File: config.mk
export PLATFORM = sky130hd
export DESIGN_NAME = stopwatch_ctrl_flat
export DESIGN_NICKNAME = d
export VERILOG_FILES = /design/src/rtl/stopwatch_ctrl_pkg.sv /design/src/rtl/stopwatch_ctrl_if.sv /design/src/rtl/stopwatch_ctrl_tick_gen.sv /design/src/rtl/stopwatch_ctrl.sv /design/src/flat_wrapper.sv
export SDC_FILE = /design/constraint.sdc
export NUM_CORES = 1
export LEC_CHECK = 0
export BUFFER_PORTS_ARGS = -buffer_cell sky130_fd_sc_hd__clkbuf_2
export CELL_PAD_IN_SITES_DETAIL_PLACEMENT = 0
export CELL_PAD_IN_SITES_GLOBAL_PLACEMENT = 1
export CORE_MARGIN = 4
export CORE_UTILIZATION = 53
export CTS_BUF_LIST = sky130_fd_sc_hd__clkbuf_8
export CTS_CLUSTER_DIAMETER = 30
export DETAILED_ROUTE_END_ITERATION = 16
export PLACE_DENSITY_LB_ADDON = 0.1
export SLEW_MARGIN = 40
export SYNTH_ARGS = -nofsm -noshare
export SYNTH_HDL_FRONTEND = slang
export SYNTH_HIERARCHICAL = 1
export SYNTH_SLANG_ARGS = --single-unit
File: constraint.sdc
create_clock -name CLOCK_50 -period 5.8 [get_ports CLOCK_50]
set_input_delay 1.16 -clock CLOCK_50 [delete_from_list [all_inputs] [get_ports CLOCK_50]]
set_output_delay 1.16 -clock CLOCK_50 [all_outputs]
set_load 0.02 [all_outputs]
File: src/rtl/stopwatch_ctrl_pkg.sv
// Shared types and constants for the M:SS stopwatch controller.
// Includes the FSM state encoding, the BCD digit limits and a single-digit BCD increment helper.
package stopwatch_ctrl_pkg;

    typedef enum logic [1:0] {
        ST_IDLE  = 2'd0,
        ST_RUN   = 2'd1,
        ST_PAUSE = 2'd2
    } state_t;

    localparam logic [3:0] BCD_ONES_MAX   = 4'd9;
    localparam logic [3:0] BCD_TENS_MAX   = 4'd5;
    localparam int         NUM_DIGITS     = 3;
    localparam int         NUM_BTNS       = 2;
    localparam int         BTN_START_STOP = 0;
    localparam int         BTN_CLEAR      = 1;

    typedef struct packed {
        logic [3:0] digit;
        logic       carry;
    } bcd_step_t;

    // Digit 1 is seconds-tens (0-5); digits 0 and 2 count 0-9.
    function automatic logic [3:0] digit_limit(input int idx);
        return (idx == 1) ? BCD_TENS_MAX : BCD_ONES_MAX;
    endfunction

    // Any value at or past the limit (including illegal codes) rolls to 0 and carries.
    function automatic bcd_step_t bcd_inc(input logic [3:0] digit, input logic [3:0] limit);
        bcd_step_t res;
        if (digit >= limit) begin
            res.digit = 4'd0;
            res.carry = 1'b1;
        end else begin
            res.digit = digit + 4'd1;
            res.carry = 1'b0;
        end
        return res;
    endfunction

endpackage

File: src/rtl/stopwatch_ctrl_if.sv
// Button inputs and display/status outputs of the stopwatch controller.
interface stopwatch_ctrl_if;
    logic       start_stop;
    logic       clear;
    logic [3:0] sec_ones;
    logic [3:0] sec_tens;
    logic [3:0] min_ones;
    logic       running;
    logic       wrap;

    modport master (
        output start_stop,
        output clear,
        input  sec_ones,
        input  sec_tens,
        input  min_ones,
        input  running,
        input  wrap
    );

    modport slave (
        input  start_stop,
        input  clear,
        output sec_ones,
        output sec_tens,
        output min_ones,
        output running,
        output wrap
    );
endinterface

File: src/rtl/stopwatch_ctrl_tick_gen.sv
// Count-step divider: tick is high on the last cycle of each TICK_DIV-cycle period while running.
module tick_gen #(
    parameter int TICK_DIV = 50_000_000,
    parameter int DIV_W    = 26
) (
    input  logic CLOCK_50,
    input  logic reset,
    input  logic run,
    input  logic hold_zero,
    output logic tick
);

    localparam logic [DIV_W-1:0] DIV_LAST = DIV_W'(TICK_DIV - 1);

    logic [DIV_W-1:0] r_div;

    // When neither running nor held at zero the count freezes, keeping the partial second.
    always_ff @(posedge CLOCK_50 or posedge reset) begin
        if (reset) begin
            r_div <= '0;
        end else if (hold_zero) begin
            r_div <= '0;
        end else if (run) begin
            if (r_div == DIV_LAST) begin
                r_div <= '0;
            end else begin
                r_div <= r_div + DIV_W'(1);
            end
        end
    end

    assign tick = run && (r_div == DIV_LAST);

endmodule

File: src/rtl/stopwatch_ctrl.sv
// Start/stop/clear controller: button synchronizers, IDLE/RUN/PAUSE FSM and M:SS BCD cascade.
// Digits and status flags are all registered; the 1 s step comes from tick_gen.
module stopwatch_ctrl
    import stopwatch_ctrl_pkg::*;
#(
    parameter int TICK_DIV = 50_000_000,
    parameter int DIV_W    = 26
) (
    input  logic             CLOCK_50,
    input  logic             reset,
    stopwatch_ctrl_if.slave  sw
);

    logic [NUM_BTNS-1:0] w_btn;
    logic [NUM_BTNS-1:0] r_s1;
    logic [NUM_BTNS-1:0] r_s2;
    logic [NUM_BTNS-1:0] r_s3;
    logic [NUM_BTNS-1:0] r_arm;
    logic [NUM_BTNS-1:0] w_rise;
    logic                r_live;

    assign w_btn[BTN_START_STOP] = sw.start_stop;
    assign w_btn[BTN_CLEAR]      = sw.clear;

    always_ff @(posedge CLOCK_50 or posedge reset) begin
        if (reset) begin
            r_live <= 1'b0;
        end else begin
            r_live <= 1'b1;
        end
    end

    // A button only arms after a genuine low sample, so one held through reset never edges.
    always_ff @(posedge CLOCK_50 or posedge reset) begin
        if (reset) begin
            r_s1  <= '0;
            r_s2  <= '0;
            r_s3  <= '0;
            r_arm <= '0;
        end else begin
            r_s1  <= w_btn;
            r_s2  <= r_s1;
            r_s3  <= r_s2;
            r_arm <= r_arm | ({NUM_BTNS{r_live}} & ~r_s1);
        end
    end

    generate
        for (genvar gi = 0; gi < NUM_BTNS; gi++) begin : g_edge
            assign w_rise[gi] = r_s2[gi] & ~r_s3[gi] & r_arm[gi];
        end
    endgenerate

    logic w_ss_edge;
    logic w_clr_edge;

    assign w_ss_edge  = w_rise[BTN_START_STOP];
    assign w_clr_edge = w_rise[BTN_CLEAR];

    state_t r_state;
    logic   r_running;

    always_ff @(posedge CLOCK_50 or posedge reset) begin
        if (reset) begin
            r_state   <= ST_IDLE;
            r_running <= 1'b0;
        end else if (w_clr_edge) begin
            r_state   <= ST_IDLE;
            r_running <= 1'b0;
        end else if (w_ss_edge) begin
            case (r_state)
                ST_IDLE, ST_PAUSE: begin
                    r_state   <= ST_RUN;
                    r_running <= 1'b1;
                end
                ST_RUN: begin
                    r_state   <= ST_PAUSE;
                    r_running <= 1'b0;
                end
                default: begin
                    r_state   <= ST_IDLE;
                    r_running <= 1'b0;
                end
            endcase
        end
    end

    logic w_run;
    logic w_hold_zero;
    logic w_tick;

    assign w_run       = (r_state == ST_RUN);
    assign w_hold_zero = (r_state == ST_IDLE) || w_clr_edge;

    tick_gen #(
        .TICK_DIV (TICK_DIV),
        .DIV_W    (DIV_W)
    ) u_tick_gen (
        .CLOCK_50  (CLOCK_50),
        .reset     (reset),
        .run       (w_run),
        .hold_zero (w_hold_zero),
        .tick      (w_tick)
    );

    // Digit 0 = sec_ones, 1 = sec_tens, 2 = min_ones; carry ripples upward from the tick.
    logic [NUM_DIGITS:0] w_carry;

    assign w_carry[0] = w_tick;

    generate
        for (genvar gi = 0; gi < NUM_DIGITS; gi++) begin : g_digit
            logic [3:0] r_digit;
            bcd_step_t  w_step;

            assign w_step        = bcd_inc(r_digit, digit_limit(gi));
            assign w_carry[gi+1] = w_carry[gi] & w_step.carry;

            always_ff @(posedge CLOCK_50 or posedge reset) begin
                if (reset) begin
                    r_digit <= 4'd0;
                end else if (w_clr_edge) begin
                    r_digit <= 4'd0;
                end else if (w_carry[gi]) begin
                    r_digit <= w_step.digit;
                end
            end
        end
    endgenerate

    logic r_wrap;

    always_ff @(posedge CLOCK_50 or posedge reset) begin
        if (reset) begin
            r_wrap <= 1'b0;
        end else begin
            r_wrap <= ~w_clr_edge & w_carry[NUM_DIGITS];
        end
    end

    assign sw.sec_ones = g_digit[0].r_digit;
    assign sw.sec_tens = g_digit[1].r_digit;
    assign sw.min_ones = g_digit[2].r_digit;
    assign sw.running  = r_running;
    assign sw.wrap     = r_wrap;

endmodule
File: src/flat_wrapper.sv
// flat-port wrapper written by rule: the top's interface ports become plain ports
module stopwatch_ctrl_flat import stopwatch_ctrl_pkg::*;
#(
    parameter int TICK_DIV = 50_000_000,
    parameter int DIV_W    = 26
)
  (CLOCK_50, reset, sw_start_stop, sw_clear, sw_sec_ones, sw_sec_tens, sw_min_ones, sw_running, sw_wrap);
  stopwatch_ctrl_if sw_i ();
  input  logic CLOCK_50;
  input  logic reset;
  input wire logic [$bits(sw_i.start_stop)-1:0] sw_start_stop;
  input wire logic [$bits(sw_i.clear)-1:0] sw_clear;
  output wire logic [$bits(sw_i.sec_ones)-1:0] sw_sec_ones;
  output wire logic [$bits(sw_i.sec_tens)-1:0] sw_sec_tens;
  output wire logic [$bits(sw_i.min_ones)-1:0] sw_min_ones;
  output wire logic [$bits(sw_i.running)-1:0] sw_running;
  output wire logic [$bits(sw_i.wrap)-1:0] sw_wrap;
  assign sw_i.start_stop = sw_start_stop;
  assign sw_i.clear = sw_clear;
  assign sw_sec_ones = sw_i.sec_ones;
  assign sw_sec_tens = sw_i.sec_tens;
  assign sw_min_ones = sw_i.min_ones;
  assign sw_running = sw_i.running;
  assign sw_wrap = sw_i.wrap;
  stopwatch_ctrl #(.TICK_DIV(TICK_DIV), .DIV_W(DIV_W)) u_core (.CLOCK_50(CLOCK_50), .reset(reset), .sw(sw_i));
endmodule
Word-level counts from Yosys, hierarchy flattened
Cells that the tools add are included.
{"block": "word_totals", "ff_bits": 51, "in_bits": 4}
{"block": "classes", "n_mux": 18, "add_sub_neg": 4, "bitwise": 14, "reduce_logical": 9, "n_lt_le_gt_ge": 3, "eq_ne": 3}
{"op": "$mux 26", "n": 3}
{"op": "$add 26x1->26 const B", "n": 1}
{"op": "$eq 26x26->1 const B", "n": 1}
{"op": "$mux 4", "n": 6}
{"op": "$mux 5", "n": 3}
{"op": "$add 4x1->4 const B", "n": 3}
{"op": "$reduce_bool 2->1", "n": 5}
{"op": "$and 1x1->1", "n": 8}
{"op": "$ge 4x4->1 const B", "n": 2}
{"op": "$ge 4x3->1 const B", "n": 1}
{"op": "$mux 2", "n": 2}
{"op": "$pmux 2 s2", "n": 1}
{"op": "$mux 1", "n": 3}
{"op": "$not 1->1", "n": 3}
{"op": "$and 2x2->2", "n": 1}
{"op": "$eq 2x1->1 const B", "n": 1}
{"op": "$eq 2x2->1 const B", "n": 1}
{"op": "$logic_not 2->1", "n": 1}
{"op": "$not 2->2", "n": 1}
{"op": "$or 2x2->2", "n": 1}
{"op": "$reduce_or 2->1", "n": 1}
{"op": "$logic_and 1x1->1", "n": 1}
{"op": "$logic_or 1x1->1", "n": 1}

Longest topological paths before layout
Gate-level depths: netlist of the first run.
{"block": "logic_depth", "ltp_word": 6, "mapped_depth": 8, "mapped_depth_nobuf": 8}

Cells and area by module
Netlist of the first run, hierarchy kept.
{"mod": "tick_gen", "seq_area_each_um2": 650.6, "area_per_inst_um2": 1406.3, "cells_per_inst": 150, "instances": 1}
{"mod": "stopwatch_ctrl", "seq_area_each_um2": 600.6, "area_per_inst_um2": 1151.1, "cells_per_inst": 108, "instances": 1}

Least setup slack after synthesis of the first run
No wires, ideal clock.
{"block": "synth_timing", "kind": "flip-flop to flip-flop", "start": "register, netlist name u_core/sw.running", "end": "register u_core.u_tick_gen.r_div[25]", "arrival_time_ps": 2507, "required_ps": 5723, "period_less_slack_ps": 2584, "n_path_buf": 0, "slack_ps": 3216, "stages_incl_launch_ff": 6, "cell_sequence": "dfrtp_1 -> o21ai_0 -> o2111ai_2 -> or4_4 -> or4_1 -> a21oi_1"}
{"element": "to (signal assigned)", "line": "stopwatch_ctrl_tick_gen.sv:27", "source": "r_div <= r_div + DIV_W'(1);"}
{"element": "to (decl)", "line": "stopwatch_ctrl_tick_gen.sv:15", "source": "logic [DIV_W-1:0] r_div;"}

Worst setup path after layout of the first run
{"block": "layout_timing", "start": "register u_core.r_arm[1]", "end": "register u_core.u_tick_gen.r_div[25]"}
{"block": "layout_via", "elab_chain_cells": 3, "word_cells_on_any_way": 4}
{"element": "from (decl)", "line": "stopwatch_ctrl.sv:18", "source": "logic [NUM_BTNS-1:0] r_arm;"}
{"element": "from (signal assigned)", "line": "stopwatch_ctrl.sv:44", "source": "r_arm <= r_arm | ({NUM_BTNS{r_live}} & ~r_s1);"}
{"element": "$and 1x1->1 (*)", "line": "stopwatch_ctrl.sv:50", "source": "assign w_rise[gi] = r_s2[gi] & ~r_s3[gi] & r_arm[gi];"}
{"element": "$logic_or 1x1->1 (*)", "line": "stopwatch_ctrl.sv:93", "source": "assign w_hold_zero = (r_state == ST_IDLE) || w_clr_edge;"}
{"element": "via u_core.w_hold_zero", "line": "stopwatch_ctrl.sv:89", "source": "logic w_hold_zero;"}
{"element": "$mux 26 or $reduce_bool 2->1 (tied branches)"}
The timed path passes the listed nets; every way through them passes the cells marked *.
A chain may end at the register's enable or synchronous reset.

==> results_dict.tcl, run 1 <==
set metrics [dict create \
    drt-total-wl_mm 4.79 \
    cts_buffers 5 \
    gr-usage-all-layers_pct 17.9 \
    pre_cts_ws_ns 2.94 \
    final_cells 332 \
    antenna_found_initial 0 \
    syn_inst 258 \
    netSwitchingPower_w 0.000170 \
    critical_path_class "flip-flop to flip-flop" \
    antenna_cells 0 \
    cts_root_buffer "clkbuf_8" \
    use_met3_pct 4.18 \
    clkTransAtPathRegs_ns 0.09 \
    hold_ws_ns 0.384 \
    drt-wirelength-per-cell_um 14.4 \
    vias_per_cell 5.79 \
    startpoint_type "flip-flop" \
    arrival_ns 3.00 \
    setup_viol 0 \
    hold_viol_final 0 \
    post-route-min-period_ns 2.77 \
    core_area_um2 4690 \
    clockBufferDepth 2 \
    busiest_layer "met2" \
    grt_max_degree 27 \
    p_clk_share_pct 32.7 \
    rsz0062_at_grt "false" \
    syn_nets 272 \
    cpMaxStageDelayCell "or4_4" \
    dieArea_um2 6000 \
    total_leakage_power_nw 1.15 \
    fill_cells 419 \
    cp_cell_sequence "nand2_1, or2_2, o21ai_1, o2111ai_2, or4_4, or4_1, a21oi_1" \
    yosys_warnings 6 \
    syn_avg_cell_area_um2 9.91 \
    synth_top_cells_by_area "dfrtp_1 49%, ha_1 4.9%, a21oi_1 4.5%" \
    peakVddDrop_v 0.000155 \
    die_h_um 77.5 \
    tns_ns 0 \
    fin_nets 291 \
    synthFlopType "dfrtp_1" \
    grt-ovfl-total 0 \
    finalClockSkew_ns 0.00634 \
    hp-class "flip-flop to flip-flop" \
    finalCritPeriodShare_pct 47.8 \
    ioPinCount 18 \
    switching_share_pct 27.1 \
    post-synth-top-count-cell "dfrtp_1" \
    finalMaxSlewViolations 0 \
    async_reset_ff_share_pct 100 \
    clock_latency_ns 0.30 \
    syn-cell-area_um2 2560 \
    grt_pass1_wl_mm 8.63 \
    grtUsageMet1_pct 25.9 \
    cts_resized 0 \
    p_per_area_nw_per_um2 226 \
    setup_ws_ns 3.03 \
    cp_top_family "simple AND/OR/NAND/NOR gates" \
    grt_pass1_vias 1837 \
    cts_tree "done" \
    status "complete, no violations" \
    worst_slew_pin_slew_ns 0.563 \
    ys_seq_elements 50 \
    ctsHoldBuffers 0 \
    share_seq_of_total_power_pct 57.6 \
    use_met2_pct 26.5 \
    placedCellCount 324 \
    maxCapViolCount 0 \
    fp-row-count 25 \
    synth_edf_count 0 \
    cts_sinks 50 \
    power.internal_w 0.000459 \
    portBuffers 17 \
    drtIter0Drc 118 \
    synth_top_cell_area_share_pct 48.9 \
    ys_seq_area_share_pct 48.9 \
    endpoint_kind "flip-flop" \
    vias 1921 \
    crit_buf_inv 0 \
    layout-drive-gt1-share_pct 14.7 \
    cts.htree.levels 2 \
    syn_to_final_growth_pct 8.90 \
    slowest_delay_ns 0.67 \
    cp_data_required_time_ns 6.03 \
    combPwrFrac_pct 9.7 \
    synth_common_cells "50 x dfrtp_1, 23 x a21oi_1, 21 x nor2_1" \
    fp.dieW_um 77.5 \
    start_util_pct 54.5 \
    ant_nets 0 \
    cp_max_fo 13 \
    drcViolationCount 0 \
    postCtsSetupRepairBufs 0 \
    firstDrtPassIters 4 \
    yosysUniqueCellTypes 46 \
    dpl.hpwl_mm 3.37 \
    yosys.area.top_type "dfrtp_1" \
    power.total_w 0.000629 \
    slew_headroom_pct 62.1 \
    fmax_mhz 361 \
    place.gp.congestion 0.806 \
]
## metal layers
| layer | part of all wire, % | up-vias |
|---|---|---|
| met4 | 1.2 | 0 |
| met3 | 2.9 | 5 |
| met1 | 52 | 921 |
| li1 | - | 964 |
| met5 | 0 | - |
| met2 | 44 | 31 |
## power groups by stage
| stage | clock network [W] | logic (W) | registers [W] |
|---|---|---|---|
| 5_1_grt | 0.000230 | 0.0000699 | 0.000364 |
| 3_5_place_dp | 0 | 0.0000612 | 0.000369 |
| 2_1_floorplan | 0 | 0.0000428 | 0.000370 |
| 3_3_place_gp | 0 | 0.0000611 | 0.000368 |
| 4_1_cts | 0.000213 | 0.0000613 | 0.000362 |
| 6_report | 0.000205 | 0.0000613 | 0.000362 |
## stage by stage
step,util [%],instance area (um^2)
2_1_floorplan,-,2560
3_5_place_dp,57.2,2690
6_report,59.4,2790
5_1_grt,59.4,2790
3_3_place_gp,57.2,2680
4_1_cts,59.2,2780
## worst register-to-register path, stage by stage (launching register included)
cell	delay [ns]
dfrtp_1	0.35
nand2_1	0.07
or2_2	0.31
o21ai_1	0.31
o2111ai_2	0.30
or4_4	0.67
or4_1	0.53
a21oi_1	0.16
## layout by cell type (no fill, tap or decap), types with 9 or more instances in the layout
cell type / count
inv_1: 17
nand3_1: 10
nor2_1: 20
a21oi_1: 23
ha_1: 10
xnor2_1: 9
dfrtp_1: 50
nand2_1: 18
clkbuf_2: 17
or3_1: 9
o21ai_0: 12
## kinds of logic after synthesis
| kind of cell | synth area share [%] |
|---|---|
| AOI/OAI and AO/OA | 13.4 |
| xor gates and xnor gates | 4.11 |
| adders and majority gates | 4.89 |
| buffers and inverters | 4.60 |
| DFF | 48.9 |
| muxes | 0.783 |
| other | 0.147 |
| and+or+nand+nor | 23.2 |
## final timing paths
| path | depth (start not counted) | from | endpoint | slack, ns |
|---|---|---|---|---|
| max | 7 | u_core/r_arm[1]$_DFF_PP0_ | u_core/u_tick_gen/r_div[25]$_DFFE_PP0P_ | 3.03 |
| min | 0 | u_core/r_s1[0]$_DFF_PP0_ | u_core/r_s2[0]$_DFF_PP0_ | 0.38 |
| max reg2reg | 7 | u_core/r_arm[1]$_DFF_PP0_ | u_core/u_tick_gen/r_div[25]$_DFFE_PP0P_ | 3.03 |
| min reg2reg | 0 | u_core/r_s1[0]$_DFF_PP0_ | u_core/r_s2[0]$_DFF_PP0_ | 0.38 |
| max in group asynchronous | 2 | reset | u_core/u_tick_gen/r_div[18]$_DFFE_PP0P_ | 4.54 |
| min in group asynchronous | 2 | reset | u_core/sw.min_ones[3]$_DFFE_PP0P_ | 0.87 |
## flip-flops by register name (all words and copies together) (netlist names)
name,cells
u_core/sw.sec_tens,4
u_core/r_state,1
u_core/r_arm,2
u_core/r_live,1
u_core/r_s1,2
u_core/sw.wrap,1
u_core/sw.sec_ones,4
u_core/sw.running,1
u_core/u_tick_gen/r_div,26
u_core/r_s2,2
u_core/sw.min_ones,4
u_core/r_s3,2
## final cells by class
class                           instances  area [um^2]  area share [%]
Inverter                               19         71.3            2.56
Sequential cell                        50         1250            44.9
Timing Repair Buffer                   18         92.6            3.32
Multi-Input combinational cell        183         1210            43.4
Tap cell                               54         67.6            2.43
Clock buffer                            5         68.8            2.47
Clock inverter                          3         25.0           0.898
Note: power is estimated with default switching activity, not from simulation.
==> inputs of run 2 (changes only) <==
- CORE_UTILIZATION: 53 -> 49
- clock period: 5.8 -> 2.7 ns (I/O delays scaled with it)
==> run 2 against run 1 <==
Power rose by 130%. Setup slack got worse by 2.9 ns. Via count rose by 2.3%. Sequential share of layout area fell by 1.5 points. Critical path type unchanged. Global-route usage fell by 0.59 points. Non-clock buffer count rose by 6. Largest cell class unchanged. First-iteration DRC count fell by 27%. Sequential power rose by 110%.
==> results_dict.tcl, run 2 (synthesis results as in run 1) <==
set metrics [dict create \
    drt-met1-wl_mm 2.26 \
    grt_pass1_wl_mm 8.75 \
    critical_path_class "flip-flop to flip-flop" \
    grt_max_degree 27 \
    endpoint_kind "flip-flop" \
    cts_resized 0 \
    cpMaxStageDelayCell "or4_4" \
    cts_tree "done" \
    ant_nets 0 \
    postCtsSetupRepairBufs 0 \
    drtIter0Drc 86 \
    fp-row-count 26 \
    clockBufferDepth 2 \
    vias 1966 \
    power.total_w 0.00146 \
    finalClockSkew_ns 0.0120 \
    clkTransAtPathRegs_ns 0.10 \
    antenna_cells 0 \
    rsz0062_at_grt "false" \
    dieArea_um2 6440 \
    finalCritPeriodShare_pct 94.0 \
    cp_data_required_time_ns 2.93 \
    hp-class "input pin to async pin" \
    hold_ws_ns 0.242 \
    gr-usage-all-layers_pct 17.3 \
    fmax_mhz 394 \
    post-route-min-period_ns 2.54 \
    cts_root_buffer "clkbuf_8" \
    p_per_area_nw_per_um2 506 \
    clock_latency_ns 0.30 \
    total_leakage_power_nw 1.20 \
    largest_reg_flops 26 \
    wl_met2_mm 2.42 \
    cp_cell_sequence "nand2_1, or2_2, o21ai_0, o2111ai_2, or4_4, or4_1, a21oi_1" \
    firstDrtPassIters 4 \
    final_common_cell "dfrtp_1" \
    fin_nets 297 \
    wl_met3_um 160 \
    startpoint_type "flip-flop" \
    dr.max_layer_used "met4" \
    layout_common_cells "50 x dfrtp_1, 23 x a21oi_1, 20 x nor2_1" \
    setup_viol 0 \
    ctsHoldBuffers 0 \
    place.gp.congestion 0.765 \
    cts_buffers 5 \
    drt-total-wl_mm 4.90 \
    slowest_delay_ns 0.63 \
    cp_max_fo 13 \
    largest-register "u_core/u_tick_gen/r_div" \
    arrival_ns 2.77 \
    maxCapViolCount 0 \
    grt_pass1_vias 1906 \
    syn_to_final_growth_pct 12.6 \
    dpl.hpwl_mm 3.51 \
    die_h_um 80.2 \
    hold_viol_final 0 \
    peakVddDrop_v 0.000250 \
    antenna_found_initial 0 \
    drt-wirelength-per-cell_um 13.9 \
    cts.htree.levels 2 \
    layout-drive-gt1-share_pct 16.2 \
    r2r_setup_slack_ns 0.16 \
    ioPinCount 18 \
    worst_slew_pin_slew_ns 0.564 \
    fp.dieW_um 80.2 \
    vias_per_cell 5.55 \
    portBuffers 17 \
    setup_ws_ns 0.163 \
    cts_sinks 50 \
    slew_headroom_pct 62.3 \
    core_area_um2 5070 \
    status "complete, no violations" \
    finalMaxSlewViolations 0 \
    start_util_pct 50.4 \
    drcViolationCount 0 \
    tns_ns 0 \
    pre_cts_ws_ns 0.202 \
    grt-ovfl-total 0 \
]
run 2: cell types whose count changed in the layout (fill, tap and decap cells not counted), sizes merged:
cell and delta:
buf +6, clkinvlp -1, bufinv +1
run 2: layer usage:
layer / vias to the layer above / GRT usage, %
met2: 28 / 29.3
met1: 950 / 21.8
met5: - / 0
li1: 982 / -
met4: 0 / 6.08
met3: 6 / 3.48
run 2: area by class of cell:
type,count,area [um^2]
Inverter,19,71.3
Timing Repair Buffer,24,150
Fill cell,488,2200
Clock buffer,5,68.8
Clock inverter,3,43.8
Tap cell,70,87.6
Multi-Input combinational cell,183,1210
Sequential cell,50,1250
run 2: worst max-delay path, delay by kind of cell (launching register included):
family	cells	cell delay, ns
AO/OA/AOI/OAI	3	0.56
flip-flops	1	0.36
AND/OR/NAND/NOR	4	1.54
run 2: final timing paths:
path,start,end,cells after the start
setup / recovery,u_core/r_arm[1]$_DFF_PP0_,u_core/u_tick_gen/r_div[25]$_DFFE_PP0P_,7
hold / removal,reset,u_core/r_s1[0]$_DFF_PP0_,2
setup reg to reg,u_core/r_arm[1]$_DFF_PP0_,u_core/u_tick_gen/r_div[25]$_DFFE_PP0P_,7
hold reg to reg,u_core/r_s2[1]$_DFF_PP0_,u_core/r_s3[1]$_DFF_PP0_,0
max in group asynchronous,reset,u_core/sw.sec_ones[2]$_DFFE_PP0P_,2
min in group CLOCK_50,sw_start_stop,u_core/r_s1[0]$_DFF_PP0_,1
run 2: through the flow:
step,area (um^2),instances,utilization [%]
after floorplan,2560,258,-
after global placement,2760,346,54.4
after detailed placement,2760,346,54.4
after CTS,2880,354,56.7
after global routing,2880,354,56.7
final,2880,354,56.7
run 2: report_power, final:
group	switching, W	internal, W
Combinational	0.000100	0.0000509
Clock	0.000250	0.000278
Sequential	0.0000144	0.000764
Total	0.000365	0.00109
==> inputs of run 3 (changes only) <==
--- a/constraint.sdc
+++ b/constraint.sdc
@@ -3,2 +3,2 @@
 set_output_delay 0.54 -clock CLOCK_50 [all_outputs]
-set_load 0.02 [all_outputs]
+set_load 0.1 [all_outputs]
==> run 3 against run 2 <==
Setup slack improved by 0.11 ns. Sequential cell count did not move. Clock power fell by 2%. Final area did not move. Die area did not move. Non-clock buffer count rose by 1. Sequential power barely moved. Sequential share of layout area barely moved. Critical path depth did not move. Routed wire length rose by 3.3%. Core utilization did not move. Largest cell class unchanged.
==> results_dict.tcl, run 3 (synthesis results as in run 1) <==
set metrics [dict create \
    drt-total-wl_mm 5.07 \
    status "complete, no violations" \
    utilization_pct 56.7 \
    start_util_pct 50.4 \
    drtIter0Drc 120 \
    layout_common_cells "49 x dfrtp_1, 23 x a21oi_1, 20 x nor2_1" \
    dieArea_um2 6440 \
    worst_slew_pin_slew_ns 0.608 \
    drcViolationCount 0 \
    rr_worst_depth 7 \
    setup_viol 0 \
    cts.htree.levels 2 \
    fmax_mhz 411 \
    maxCapViolCount 0 \
    total_leakage_power_nw 1.19 \
    hold_viol_final 0 \
    startpoint_type "flip-flop" \
    largest-register "u_core/u_tick_gen/r_div" \
    hp-class "input pin to async pin" \
    peakVddDrop_v 0.000250 \
    cts_resized 0 \
    reg2reg_from "u_core/r_s2[1]$_DFF_PP0_" \
    largest_reg_flops 26 \
    antenna_found_initial 0 \
    power.total_w 0.00147 \
    antenna_cells 0 \
    portBuffers 17 \
    postCtsSetupRepairBufs 0 \
    finalClockSkew_ns 0.0103 \
    gr-usage-all-layers_pct 17.8 \
    multi_input_area_um2 1210 \
    cts_root_buffer "clkbuf_8" \
    fp.dieW_um 80.2 \
    arrival_ns 2.65 \
    grt-ovfl-total 0 \
    tns_ns 0 \
    grt_max_degree 27 \
    fp-row-count 26 \
    r2r_setup_slack_ns 0.27 \
    rsz0062_at_grt "false" \
    critical_path_class "flip-flop to flip-flop" \
    cts_sinks 50 \
    cp_data_required_time_ns 2.92 \
    cts_tree "done" \
    slew_headroom_pct 59.4 \
    firstDrtPassIters 4 \
    vias 1929 \
    finalMaxSlewViolations 0 \
    vias_per_cell 5.43 \
    place.gp.congestion 0.742 \
    final_common_cell "dfrtp_1" \
    regArea_um2 1250 \
    endpoint_kind "flip-flop" \
    clkTransAtPathRegs_ns 0.09 \
    drt-wirelength-per-cell_um 14.3 \
    fill_cells 495 \
    cp_max_fo 13 \
    clock_latency_ns 0.30 \
    die_h_um 80.2 \
    cts_buffers 5 \
    finalCritPeriodShare_pct 90.0 \
    core_area_um2 5070 \
    dpl.hpwl_mm 3.55 \
    post-route-min-period_ns 2.43 \
    r2r_end "u_core/u_tick_gen/r_div[25]$_DFFE_PP0P_" \
    clockBufferDepth 2 \
    p_per_area_nw_per_um2 511 \
    grt_pass1_wl_mm 9.05 \
    ioPinCount 18 \
    fin_nets 298 \
    ant_nets 0 \
    grt_pass1_vias 1930 \
    ctsHoldBuffers 0 \
    syn_to_final_growth_pct 12.6 \
    layout-drive-gt1-share_pct 16.8 \
]
[run 3: layout make-up]
type                       instances  area share, %
clock buffer                       5           2.39
clock inverter                     3           1.43
inverter                          19           2.48
multi-input combinational        183           42.1
sequential                        50           43.5
tap                               70           3.04
timing repair buffer              25           5.04
[run 3: worst max-delay path: stages, from the launching register on]
cell and delay [ns]:
dfrtp_1 0.36, nand2_1 0.08, or2_2 0.32, o21ai_2 0.11, o2111ai_2 0.17, or4_4 0.62
or4_1 0.52, a21oi_1 0.16
[run 3: how the worst max path moves through the flow]
stage | from | endpoint | depth (start not counted)
3_3_place_gp | u_core/r_arm[1]$_DFF_PP0_ | u_core/u_tick_gen/r_div[25]$_DFFE_PP0P_ | 7
2_1_floorplan | u_core/sw.running$_DFFE_PP0P_ | u_core/sw.min_ones[0]$_DFFE_PP0P_ | 6
6_report | u_core/r_s2[1]$_DFF_PP0_ | u_core/u_tick_gen/r_div[25]$_DFFE_PP0P_ | 7
3_5_place_dp | u_core/r_arm[1]$_DFF_PP0_ | u_core/u_tick_gen/r_div[25]$_DFFE_PP0P_ | 7
5_1_grt | u_core/r_arm[1]$_DFF_PP0_ | u_core/u_tick_gen/r_div[25]$_DFFE_PP0P_ | 7
4_1_cts | u_core/r_arm[1]$_DFF_PP0_ | u_core/u_tick_gen/r_div[25]$_DFFE_PP0P_ | 7
[run 3: report_power, final]
group	leakage, nW	internal, W	switching [W]
Sequential	0.669	0.000765	0.0000155
Clock	0.0556	0.000273	0.000245
Combinational	0.468	0.0000473	0.000127
[run 3: metal layers]
metal | routed length [um] | share of wire, % | track usage [%]
met1 | 2360 | 47 | 23.1
met2 | 2500 | 49 | 30.5
met3 | 154 | 3.0 | 3.70
met4 | 49 | 0.97 | 4.05
met5 | 0 | 0 | 0
[run 3: stage by stage]
| step | std cells | hold slack [ns] | area (um^2) | setup WS [ns] |
|---|---|---|---|---|
| after global placement | 347 | 0.357 | 2760 | 0.302 |
| after detailed placement | 347 | 0.368 | 2770 | 0.221 |
| after CTS | 355 | 0.274 | 2880 | 0.158 |
| after floorplan | 258 | 0.354 | 2560 | 0.0510 |
| after global routing | 355 | 0.289 | 2880 | 0.0910 |
| final | 355 | 0.252 | 2880 | 0.269 |
